[config.mk]
export PLATFORM = sky130hd
export DESIGN_NAME = memo_table_cam_flat
export DESIGN_NICKNAME = d
export VERILOG_FILES = /design/src/rtl/memo_table_cam_if.sv /design/src/rtl/memo_table_cam.sv /design/src/flat_wrapper.sv
export SDC_FILE = /design/constraint.sdc
export NUM_CORES = 2
export LEC_CHECK = 0
export BUFFER_PORTS_ARGS = -buffer_cell sky130_fd_sc_hd__buf_2
export CORE_UTILIZATION = 55
export CTS_CLUSTER_DIAMETER = 100
export DETAILED_ROUTE_END_ITERATION = 6
export GPL_TIMING_DRIVEN = 0
export HOLD_SLACK_MARGIN = 0.03
export PLACE_DENSITY = 0.73
export SLEW_MARGIN = 20
export SYNTH_ARGS = -nofsm -noshare
export SYNTH_HDL_FRONTEND = slang
export SYNTH_SLANG_ARGS = --single-unit
[constraint.sdc]
create_clock -name clk -period 47.2 [get_ports clk]
set_clock_uncertainty 0.15 [all_clocks]
set_input_delay 4.72 -clock clk [delete_from_list [all_inputs] [get_ports clk]]
set_output_delay 4.72 -clock clk [all_outputs]
set_load 0.02 [all_outputs]
[src/rtl/memo_table_cam_if.sv]
// Bundle between the memo unit and memo_table_cam: lookup, response, insert, invalidate and flush.
// The master modport is the memo unit side; the slave modport is the table.
interface memo_table_cam_if #(
    parameter int unsigned NUM_ENTRIES = 8,
    parameter int unsigned MAX_WRITES  = 3,
    parameter int unsigned XLEN        = 32,
    parameter int unsigned REGW        = 5,
    parameter int unsigned HASH_W      = 32
);
    localparam int unsigned OCC_W = $clog2(NUM_ENTRIES) + 1;

    logic                         lk_valid;
    logic [XLEN-1:0]              lk_pc;
    logic [HASH_W-1:0]            lk_hash;

    logic                         rsp_valid;
    logic                         rsp_hit;
    logic [MAX_WRITES-1:0]        rsp_wr_mask;
    logic [MAX_WRITES*REGW-1:0]   rsp_wr_ids;
    logic [MAX_WRITES*XLEN-1:0]   rsp_wr_vals;
    logic [XLEN-1:0]              rsp_next_pc;

    logic                         ins_valid;
    logic                         ins_ready;
    logic [XLEN-1:0]              ins_pc;
    logic [HASH_W-1:0]            ins_hash;
    logic [MAX_WRITES-1:0]        ins_wr_mask;
    logic [MAX_WRITES*REGW-1:0]   ins_wr_ids;
    logic [MAX_WRITES*XLEN-1:0]   ins_wr_vals;
    logic [XLEN-1:0]              ins_next_pc;

    logic                         inv_valid;
    logic [XLEN-1:0]              inv_pc;
    logic                         flush;

    logic [OCC_W-1:0]             occupancy;

    modport master (
        output lk_valid, lk_pc, lk_hash,
        input  rsp_valid, rsp_hit, rsp_wr_mask, rsp_wr_ids, rsp_wr_vals, rsp_next_pc,
        output ins_valid, ins_pc, ins_hash, ins_wr_mask, ins_wr_ids, ins_wr_vals, ins_next_pc,
        input  ins_ready,
        output inv_valid, inv_pc, flush,
        input  occupancy
    );

    modport slave (
        input  lk_valid, lk_pc, lk_hash,
        output rsp_valid, rsp_hit, rsp_wr_mask, rsp_wr_ids, rsp_wr_vals, rsp_next_pc,
        input  ins_valid, ins_pc, ins_hash, ins_wr_mask, ins_wr_ids, ins_wr_vals, ins_next_pc,
        output ins_ready,
        input  inv_valid, inv_pc, flush,
        output occupancy
    );
endinterface

[src/rtl/memo_table_cam.sv]
// Associative memoization table keyed by (start_pc, ctx_hash) with registered lookup, insert,
// round-robin eviction, invalidate-by-PC and flush. Define MEMO_TABLE_STATS_EN for hit/miss/evict counters.
module memo_table_cam #(
    parameter int unsigned NUM_ENTRIES = 8,
    parameter int unsigned MAX_WRITES  = 3,
    parameter int unsigned XLEN        = 32,
    parameter int unsigned REGW        = 5,
    parameter int unsigned HASH_W      = 32
) (
    input  logic                  clk,
    input  logic                  rst,
    memo_table_cam_if.slave       bus
`ifdef MEMO_TABLE_STATS_EN
    ,
    output logic [31:0]           stat_hits,
    output logic [31:0]           stat_misses,
    output logic [31:0]           stat_evicts
`endif
);
    localparam int unsigned IDX_W  = $clog2(NUM_ENTRIES);
    localparam int unsigned OCC_W  = IDX_W + 1;
    localparam int unsigned IDS_W  = MAX_WRITES * REGW;
    localparam int unsigned VALS_W = MAX_WRITES * XLEN;

    // Payload storage, deliberately not reset; valid_q alone qualifies it.
    logic [XLEN-1:0]       mem_pc   [NUM_ENTRIES];
    logic [HASH_W-1:0]     mem_hash [NUM_ENTRIES];
    logic [MAX_WRITES-1:0] mem_mask [NUM_ENTRIES];
    logic [IDS_W-1:0]      mem_ids  [NUM_ENTRIES];
    logic [VALS_W-1:0]     mem_vals [NUM_ENTRIES];
    logic [XLEN-1:0]       mem_next [NUM_ENTRIES];

    logic [NUM_ENTRIES-1:0] valid_q, valid_d;
    logic [IDX_W-1:0]       victim_q, victim_d;
    logic [OCC_W-1:0]       occ_q, occ_d;

    logic                   rsp_valid_q, rsp_valid_d;
    logic                   rsp_hit_q, rsp_hit_d;
    logic [MAX_WRITES-1:0]  rsp_mask_q, rsp_mask_d;
    logic [IDS_W-1:0]       rsp_ids_q, rsp_ids_d;
    logic [VALS_W-1:0]      rsp_vals_q, rsp_vals_d;
    logic [XLEN-1:0]        rsp_next_q, rsp_next_d;

    logic             lk_hit;
    logic [IDX_W-1:0] lk_idx;
    logic             same_hit, free_hit;
    logic [IDX_W-1:0] same_idx, free_idx, ins_slot;
    logic             ins_ready, ins_fire, ins_evict;

    // Lookup CAM: lowest matching index wins if duplicates ever exist.
    always_comb begin
        lk_hit = 1'b0;
        lk_idx = '0;
        for (int i = 0; i < NUM_ENTRIES; i++) begin
            if (!lk_hit && valid_q[i] && mem_pc[i] == bus.lk_pc && mem_hash[i] == bus.lk_hash) begin
                lk_hit = 1'b1;
                lk_idx = IDX_W'(i);
            end
        end
    end

    always_comb begin
        rsp_valid_d = bus.lk_valid;
        rsp_hit_d   = bus.lk_valid & lk_hit;
        rsp_mask_d  = '0;
        rsp_ids_d   = '0;
        rsp_vals_d  = '0;
        rsp_next_d  = '0;
        if (bus.lk_valid && lk_hit) begin
            rsp_mask_d = mem_mask[lk_idx];
            rsp_ids_d  = mem_ids[lk_idx];
            rsp_vals_d = mem_vals[lk_idx];
            rsp_next_d = mem_next[lk_idx];
        end
    end

    // Insert slot choice: same key in place, else lowest free, else victim pointer.
    always_comb begin
        same_hit = 1'b0;
        same_idx = '0;
        free_hit = 1'b0;
        free_idx = '0;
        for (int i = 0; i < NUM_ENTRIES; i++) begin
            if (!same_hit && valid_q[i] && mem_pc[i] == bus.ins_pc &&
                mem_hash[i] == bus.ins_hash) begin
                same_hit = 1'b1;
                same_idx = IDX_W'(i);
            end
            if (!free_hit && !valid_q[i]) begin
                free_hit = 1'b1;
                free_idx = IDX_W'(i);
            end
        end
    end

    assign ins_ready = ~bus.flush & ~bus.inv_valid;
    assign ins_fire  = bus.ins_valid & ins_ready;
    assign ins_evict = ins_fire & ~same_hit & ~free_hit;
    assign ins_slot  = same_hit ? same_idx : (free_hit ? free_idx : victim_q);

    // Flush outranks invalidate; insert is already blocked by ins_ready when either is active.
    always_comb begin
        valid_d  = valid_q;
        victim_d = victim_q;
        if (bus.flush) begin
            valid_d  = '0;
            victim_d = '0;
        end else if (bus.inv_valid) begin
            for (int i = 0; i < NUM_ENTRIES; i++) begin
                if (valid_q[i] && mem_pc[i] == bus.inv_pc) begin
                    valid_d[i] = 1'b0;
                end
            end
        end else if (ins_fire) begin
            valid_d[ins_slot] = 1'b1;
            if (ins_evict) begin
                victim_d = victim_q + IDX_W'(1);
            end
        end
    end

    always_comb begin
        occ_d = '0;
        for (int i = 0; i < NUM_ENTRIES; i++) begin
            occ_d = occ_d + OCC_W'(valid_d[i]);
        end
    end

    always_ff @(posedge clk or posedge rst) begin
        if (rst) begin
            valid_q     <= '0;
            victim_q    <= '0;
            occ_q       <= '0;
            rsp_valid_q <= 1'b0;
            rsp_hit_q   <= 1'b0;
            rsp_mask_q  <= '0;
            rsp_ids_q   <= '0;
            rsp_vals_q  <= '0;
            rsp_next_q  <= '0;
        end else begin
            valid_q     <= valid_d;
            victim_q    <= victim_d;
            occ_q       <= occ_d;
            rsp_valid_q <= rsp_valid_d;
            rsp_hit_q   <= rsp_hit_d;
            rsp_mask_q  <= rsp_mask_d;
            rsp_ids_q   <= rsp_ids_d;
            rsp_vals_q  <= rsp_vals_d;
            rsp_next_q  <= rsp_next_d;
        end
    end

    always_ff @(posedge clk) begin
        if (ins_fire && !rst) begin
            mem_pc[ins_slot]   <= bus.ins_pc;
            mem_hash[ins_slot] <= bus.ins_hash;
            mem_mask[ins_slot] <= bus.ins_wr_mask;
            mem_ids[ins_slot]  <= bus.ins_wr_ids;
            mem_vals[ins_slot] <= bus.ins_wr_vals;
            mem_next[ins_slot] <= bus.ins_next_pc;
        end
    end

    assign bus.ins_ready   = ins_ready;
    assign bus.rsp_valid   = rsp_valid_q;
    assign bus.rsp_hit     = rsp_hit_q;
    assign bus.rsp_wr_mask = rsp_mask_q;
    assign bus.rsp_wr_ids  = rsp_ids_q;
    assign bus.rsp_wr_vals = rsp_vals_q;
    assign bus.rsp_next_pc = rsp_next_q;
    assign bus.occupancy   = occ_q;

`ifdef MEMO_TABLE_STATS_EN
    logic [31:0] stat_hits_q, stat_hits_d;
    logic [31:0] stat_misses_q, stat_misses_d;
    logic [31:0] stat_evicts_q, stat_evicts_d;

    always_comb begin
        stat_hits_d   = stat_hits_q;
        stat_misses_d = stat_misses_q;
        stat_evicts_d = stat_evicts_q;
        if (bus.flush) begin
            stat_hits_d   = '0;
            stat_misses_d = '0;
            stat_evicts_d = '0;
        end else begin
            if (bus.lk_valid && lk_hit && stat_hits_q != '1) begin
                stat_hits_d = stat_hits_q + 32'd1;
            end
            if (bus.lk_valid && !lk_hit && stat_misses_q != '1) begin
                stat_misses_d = stat_misses_q + 32'd1;
            end
            if (ins_evict && stat_evicts_q != '1) begin
                stat_evicts_d = stat_evicts_q + 32'd1;
            end
        end
    end

    always_ff @(posedge clk or posedge rst) begin
        if (rst) begin
            stat_hits_q   <= '0;
            stat_misses_q <= '0;
            stat_evicts_q <= '0;
        end else begin
            stat_hits_q   <= stat_hits_d;
            stat_misses_q <= stat_misses_d;
            stat_evicts_q <= stat_evicts_d;
        end
    end

    assign stat_hits   = stat_hits_q;
    assign stat_misses = stat_misses_q;
    assign stat_evicts = stat_evicts_q;
`endif
endmodule
[src/flat_wrapper.sv]
// flat-port wrapper written by rule: the top's interface ports become plain ports
module memo_table_cam_flat 
#(
    parameter int unsigned NUM_ENTRIES = 8,
    parameter int unsigned MAX_WRITES  = 3,
    parameter int unsigned XLEN        = 32,
    parameter int unsigned REGW        = 5,
    parameter int unsigned HASH_W      = 32
)
  (clk, rst, bus_lk_valid, bus_lk_pc, bus_lk_hash, bus_rsp_valid, bus_rsp_hit, bus_rsp_wr_mask, bus_rsp_wr_ids, bus_rsp_wr_vals, bus_rsp_next_pc, bus_ins_valid, bus_ins_pc, bus_ins_hash, bus_ins_wr_mask, bus_ins_wr_ids, bus_ins_wr_vals, bus_ins_next_pc, bus_ins_ready, bus_inv_valid, bus_inv_pc, bus_flush, bus_occupancy);
  memo_table_cam_if #(.NUM_ENTRIES(NUM_ENTRIES), .MAX_WRITES(MAX_WRITES), .XLEN(XLEN), .REGW(REGW), .HASH_W(HASH_W)) bus_i ();
  input  logic clk;
  input  logic rst;
  input wire logic [$bits(bus_i.lk_valid)-1:0] bus_lk_valid;
  input wire logic [$bits(bus_i.lk_pc)-1:0] bus_lk_pc;
  input wire logic [$bits(bus_i.lk_hash)-1:0] bus_lk_hash;
  output wire logic [$bits(bus_i.rsp_valid)-1:0] bus_rsp_valid;
  output wire logic [$bits(bus_i.rsp_hit)-1:0] bus_rsp_hit;
  output wire logic [$bits(bus_i.rsp_wr_mask)-1:0] bus_rsp_wr_mask;
  output wire logic [$bits(bus_i.rsp_wr_ids)-1:0] bus_rsp_wr_ids;
  output wire logic [$bits(bus_i.rsp_wr_vals)-1:0] bus_rsp_wr_vals;
  output wire logic [$bits(bus_i.rsp_next_pc)-1:0] bus_rsp_next_pc;
  input wire logic [$bits(bus_i.ins_valid)-1:0] bus_ins_valid;
  input wire logic [$bits(bus_i.ins_pc)-1:0] bus_ins_pc;
  input wire logic [$bits(bus_i.ins_hash)-1:0] bus_ins_hash;
  input wire logic [$bits(bus_i.ins_wr_mask)-1:0] bus_ins_wr_mask;
  input wire logic [$bits(bus_i.ins_wr_ids)-1:0] bus_ins_wr_ids;
  input wire logic [$bits(bus_i.ins_wr_vals)-1:0] bus_ins_wr_vals;
  input wire logic [$bits(bus_i.ins_next_pc)-1:0] bus_ins_next_pc;
  output wire logic [$bits(bus_i.ins_ready)-1:0] bus_ins_ready;
  input wire logic [$bits(bus_i.inv_valid)-1:0] bus_inv_valid;
  input wire logic [$bits(bus_i.inv_pc)-1:0] bus_inv_pc;
  input wire logic [$bits(bus_i.flush)-1:0] bus_flush;
  output wire logic [$bits(bus_i.occupancy)-1:0] bus_occupancy;
  assign bus_i.lk_valid = bus_lk_valid;
  assign bus_i.lk_pc = bus_lk_pc;
  assign bus_i.lk_hash = bus_lk_hash;
  assign bus_rsp_valid = bus_i.rsp_valid;
  assign bus_rsp_hit = bus_i.rsp_hit;
  assign bus_rsp_wr_mask = bus_i.rsp_wr_mask;
  assign bus_rsp_wr_ids = bus_i.rsp_wr_ids;
  assign bus_rsp_wr_vals = bus_i.rsp_wr_vals;
  assign bus_rsp_next_pc = bus_i.rsp_next_pc;
  assign bus_i.ins_valid = bus_ins_valid;
  assign bus_i.ins_pc = bus_ins_pc;
  assign bus_i.ins_hash = bus_ins_hash;
  assign bus_i.ins_wr_mask = bus_ins_wr_mask;
  assign bus_i.ins_wr_ids = bus_ins_wr_ids;
  assign bus_i.ins_wr_vals = bus_ins_wr_vals;
  assign bus_i.ins_next_pc = bus_ins_next_pc;
  assign bus_ins_ready = bus_i.ins_ready;
  assign bus_i.inv_valid = bus_inv_valid;
  assign bus_i.inv_pc = bus_inv_pc;
  assign bus_i.flush = bus_flush;
  assign bus_occupancy = bus_i.occupancy;
  memo_table_cam #(.NUM_ENTRIES(NUM_ENTRIES), .MAX_WRITES(MAX_WRITES), .XLEN(XLEN), .REGW(REGW), .HASH_W(HASH_W)) u_core (.clk(clk), .rst(rst), .bus(bus_i));
endmodule
==> run_results.csv <==
group,metric,value,unit
status,status,"finished, final reports clean",
logic_synthesis,ys.flop_type,"edfxtp_1",
clock_tree,cts_setup_buffers,0,
hold_path,hp-class,"flop to flop",
power,p_int,2.66,mW
die,rows,141,
power,p_leak,36.1,nW
grt,grt_antenna_before_repair,42,
logic_synthesis,netlist_area,82400,um^2
timing,slew_violations,0,
logic_synthesis,synth.net_count,6146,
power,fin_total_pwr,3.50,mW
power,power_switching,0.837,mW
logic_synthesis,syn_inst,5826,
setup_path,critPathSlowestCell,"clkbuf_1",
power,powerDensity,37.0,nW/um^2
setup_path,startpoint_type,"input port",
layout,areaGrowthSynthToFinish,15.0,%
power,ir_drop,0.0366,mV
setup_path,cp-end-kind,"flop",
clock_tree,htreeDepth,4,
layout,drive_above_1_share,15.2,%
setup_path,critical_path_buf_inv_count,4,
setup_path,slowest_delay,950,ps
drt,vias,60000,
grt,grt_pass1_vias,55900,
grt,grt_util_all_layers,48.9,%
logic_synthesis,yosysSeqAreaShare,66.2,%
placement,gp_congestion,1.21,
logic_synthesis,yosysTopAreaCell,"edfxtp_1",
drt,drt_iter0_drc,11000,
logic_synthesis,yosysTopAreaCellShare,61.2,%
drt,drc,0,
setup_path,cp_max_fo,9,
timing,fin_crit_sh,27.5,%
logic_synthesis,synthTopCellsByArea,"edfxtp_1, xnor2_1, dfrtp_1, xor2_1, mux2i_1",
power,pwr-share-seq,51.1,%
drt,ant_nets,0,
placement,placed_area,88600,um^2
grt,grt_max_degree,78,
logic_synthesis,synth_most_common_cell,"edfxtp_1",
clock_tree,worstSkewPairLatency,880,ps
setup_path,required,47810,ps
timing,rsz0062_at_grt,"false",
placement,portBuffers,367,
setup_path,crit_family,"simple AND/OR/NAND/NOR gates",
grt,grt_overflow,0,
drt,viasPerCell,6.93,
timing,fmax,77.0,MHz
clock_tree,clkTransAtPathRegs,60,ps
clock_tree,ctsResizeCount,0,
die,initial_core_util,55.6,%
timing,period_needed,12980,ps
die,die-area,151000,um^2
power,pwr-share-clk,42.6,%
clock_tree,cts_sinks,1843,
drt,drt-total-wl,375000,um
logic_synthesis,synth_commonest_cells,"edfxtp_1, inv_1, xnor2_1",
logic_synthesis,synth_edf_count,1680,
logic_synthesis,yosys_warnings,0,
die,die_w,389,um
setup_path,arrival,13590,ps
timing,slew_headroom,3.91,%
layout,final_nets,6857,
setup_path,crit_chain,"buf_2 -> clkbuf_1 -> xnor2_1 -> nand4_1 -> nor4_1 -> nand4_1 -> o22ai_1 -> nor2_1 -> a211oi_4 -> o211ai_1 -> o32ai_1 -> ha_1 -> inv_1 -> fa_1 -> fa_1 -> inv_1 -> fa_1 -> fa_1 -> xor2_1",
setup_path,cp_common_cell,"fa_1",
die,io_pins,465,
grt,grt_pass1_wl,490000,um
timing,final-hold-violation-count,0,
power,pwr-share-comb,6.3,%
layout,finalInstanceArea,94800,um^2
clock_tree,cts_tree,"yes",
power,p_sw_share,23.9,%
die,core,148000,um^2
timing,setup-tns-final,0,ps
setup_path,path_class,"input port to flop",
die,die_h,389,um
flow_run,maxCapViolations,0,
logic_synthesis,ys_seq_elements,1843,
clock_tree,postCtsHoldBufs,0,
clock_tree,cts_root_buffer,"clkbuf_16",
placement,hpwlAfterDp,266000,um
drt,wl_per_cell,43.4,um
clock_tree,cts_buffers,185,
drt,drtPass1Iterations,7,
timing,worst_slew_pin_slew,1430,ps
logic_synthesis,yosysUniqueCellTypes,68,
timing,setup_viol,0,
clock_tree,cts_buffer_depth,3,
logic_synthesis,async_reset_ff_share,8.84,%
logic_synthesis,postSynthAreaPerCell,14.1,um^2
power by group through the flow:
| stage | sequential, mW | combinational [mW] | clock [mW] |
|---|---|---|---|
| final | 1.79 | 0.221 | 1.49 |
| after global routing | 1.79 | 0.211 | 1.54 |
| after CTS | 1.79 | 0.201 | 1.48 |
| after floorplan | 1.83 | 0.0772 | 0 |
| after detailed placement | 1.82 | 0.200 | 0 |
| after global placement | 1.83 | 0.196 | 0 |
metrics by stage:
step | cells | hold slack, ps | util (%) | setup WS, ps
finish | 8658 | 353 | 63.9 | 34220
global route | 8632 | 371 | 63.9 | 34680
CTS | 8626 | 353 | 63.9 | 35120
detailed placement | 8280 | 335 | 59.8 | 34310
global placement | 8123 | 330 | 58.5 | 7400
floorplan | 5826 | 319 | - | 24850
sequential cells by signal, indices dropped and copies added (netlist names), 24 cells and up:
name / flops
u_core.mem_pc: 256
u_core.mem_hash: 256
u_core.mem_ids: 120
u_core.mem_next: 256
u_core.mem_vals: 768
u_core.mem_mask: 24
u_core.bus.rsp_wr_vals: 96
u_core.bus.rsp_next_pc: 32
routing by layer:
layer	vias up	share of wire (%)	global-route usage, %
met1	30200	36	62.7
met4	38	7.4	29.1
met3	1137	16	23.1
met5	-	0.17	1.12
met2	5691	41	67.1
li1	23000	-	-
worst register-to-register path: cells and delay by family (launching register included):
kind / cells / cell delay [ps]
adder cells (fa/ha/maj): 5 / 2110
buffers and inverters: 2 / 140
AND/OR/NAND/NOR: 4 / 2540
XOR/XNOR: 2 / 1030
flip-flops: 1 / 410
AO/OA/AOI/OAI: 4 / 1960
cells by family after synthesis:
logic type / synth area share (%)
DFF: 66.2
xor gates and xnor gates: 11.7
and+or+nand+nor: 6.43
adders and majority gates: 0.158
buffers and inverters: 5.40
muxes: 3.56
AOI/OAI and AO/OA: 6.55
cell type report:
| class | instances | area [um^2] |
|---|---|---|
| Antenna cell | 32 | 80.1 |
| Buffer | 373 | 1840 |
| Clock buffer | 271 | 5220 |
| Clock inverter | 75 | 880 |
| Fill cell | 10700 | 53400 |
| Inverter | 713 | 2680 |
| Multi-Input combinational cell | 2897 | 23600 |
| Sequential cell | 1843 | 54500 |
| Tap cell | 1930 | 2410 |
| Timing Repair Buffer | 524 | 3550 |
path summary, 6_finish.rpt:
path | depth (start not counted) | slack [ps] | start | end
max | 19 | 34220 | bus_ins_hash[30] | u_core.bus.occupancy[2]
min | 2 | 350 | u_core.mem_vals[6][28] | u_core.bus.rsp_wr_vals[28]
max reg2reg | 17 | 38810 | u_core.mem_hash[6][30] | u_core.bus.occupancy[2]
min reg2reg | 2 | 350 | u_core.mem_vals[6][28] | u_core.bus.rsp_wr_vals[28]
max in group asynchronous | 3 | 42250 | rst | u_core.bus.rsp_next_pc[14]
min in group asynchronous | 2 | 3750 | rst | u_core.bus.rsp_wr_vals[27]
cells in the final DEF, fill, tap and decap left out, types with 29 or more instances in the layout:
cell type	instances
edfxtp_1	1680
inv_1	711
xnor2_1	688
buf_2	473
xor2_1	412
o32ai_1	295
mux2i_1	293
clkbuf_1	243
nand4_1	190
clkbuf_16	186
nand3_1	176
o2111ai_1	168
dfrtp_1	163
nand3b_1	146
nor4_1	131
buf_4	127
nand2b_1	66
clkbuf_2	48
o22ai_1	43
nor2b_1	33
diode_2	32
clkinv_2	29
(Power assumes the default switching activity.)
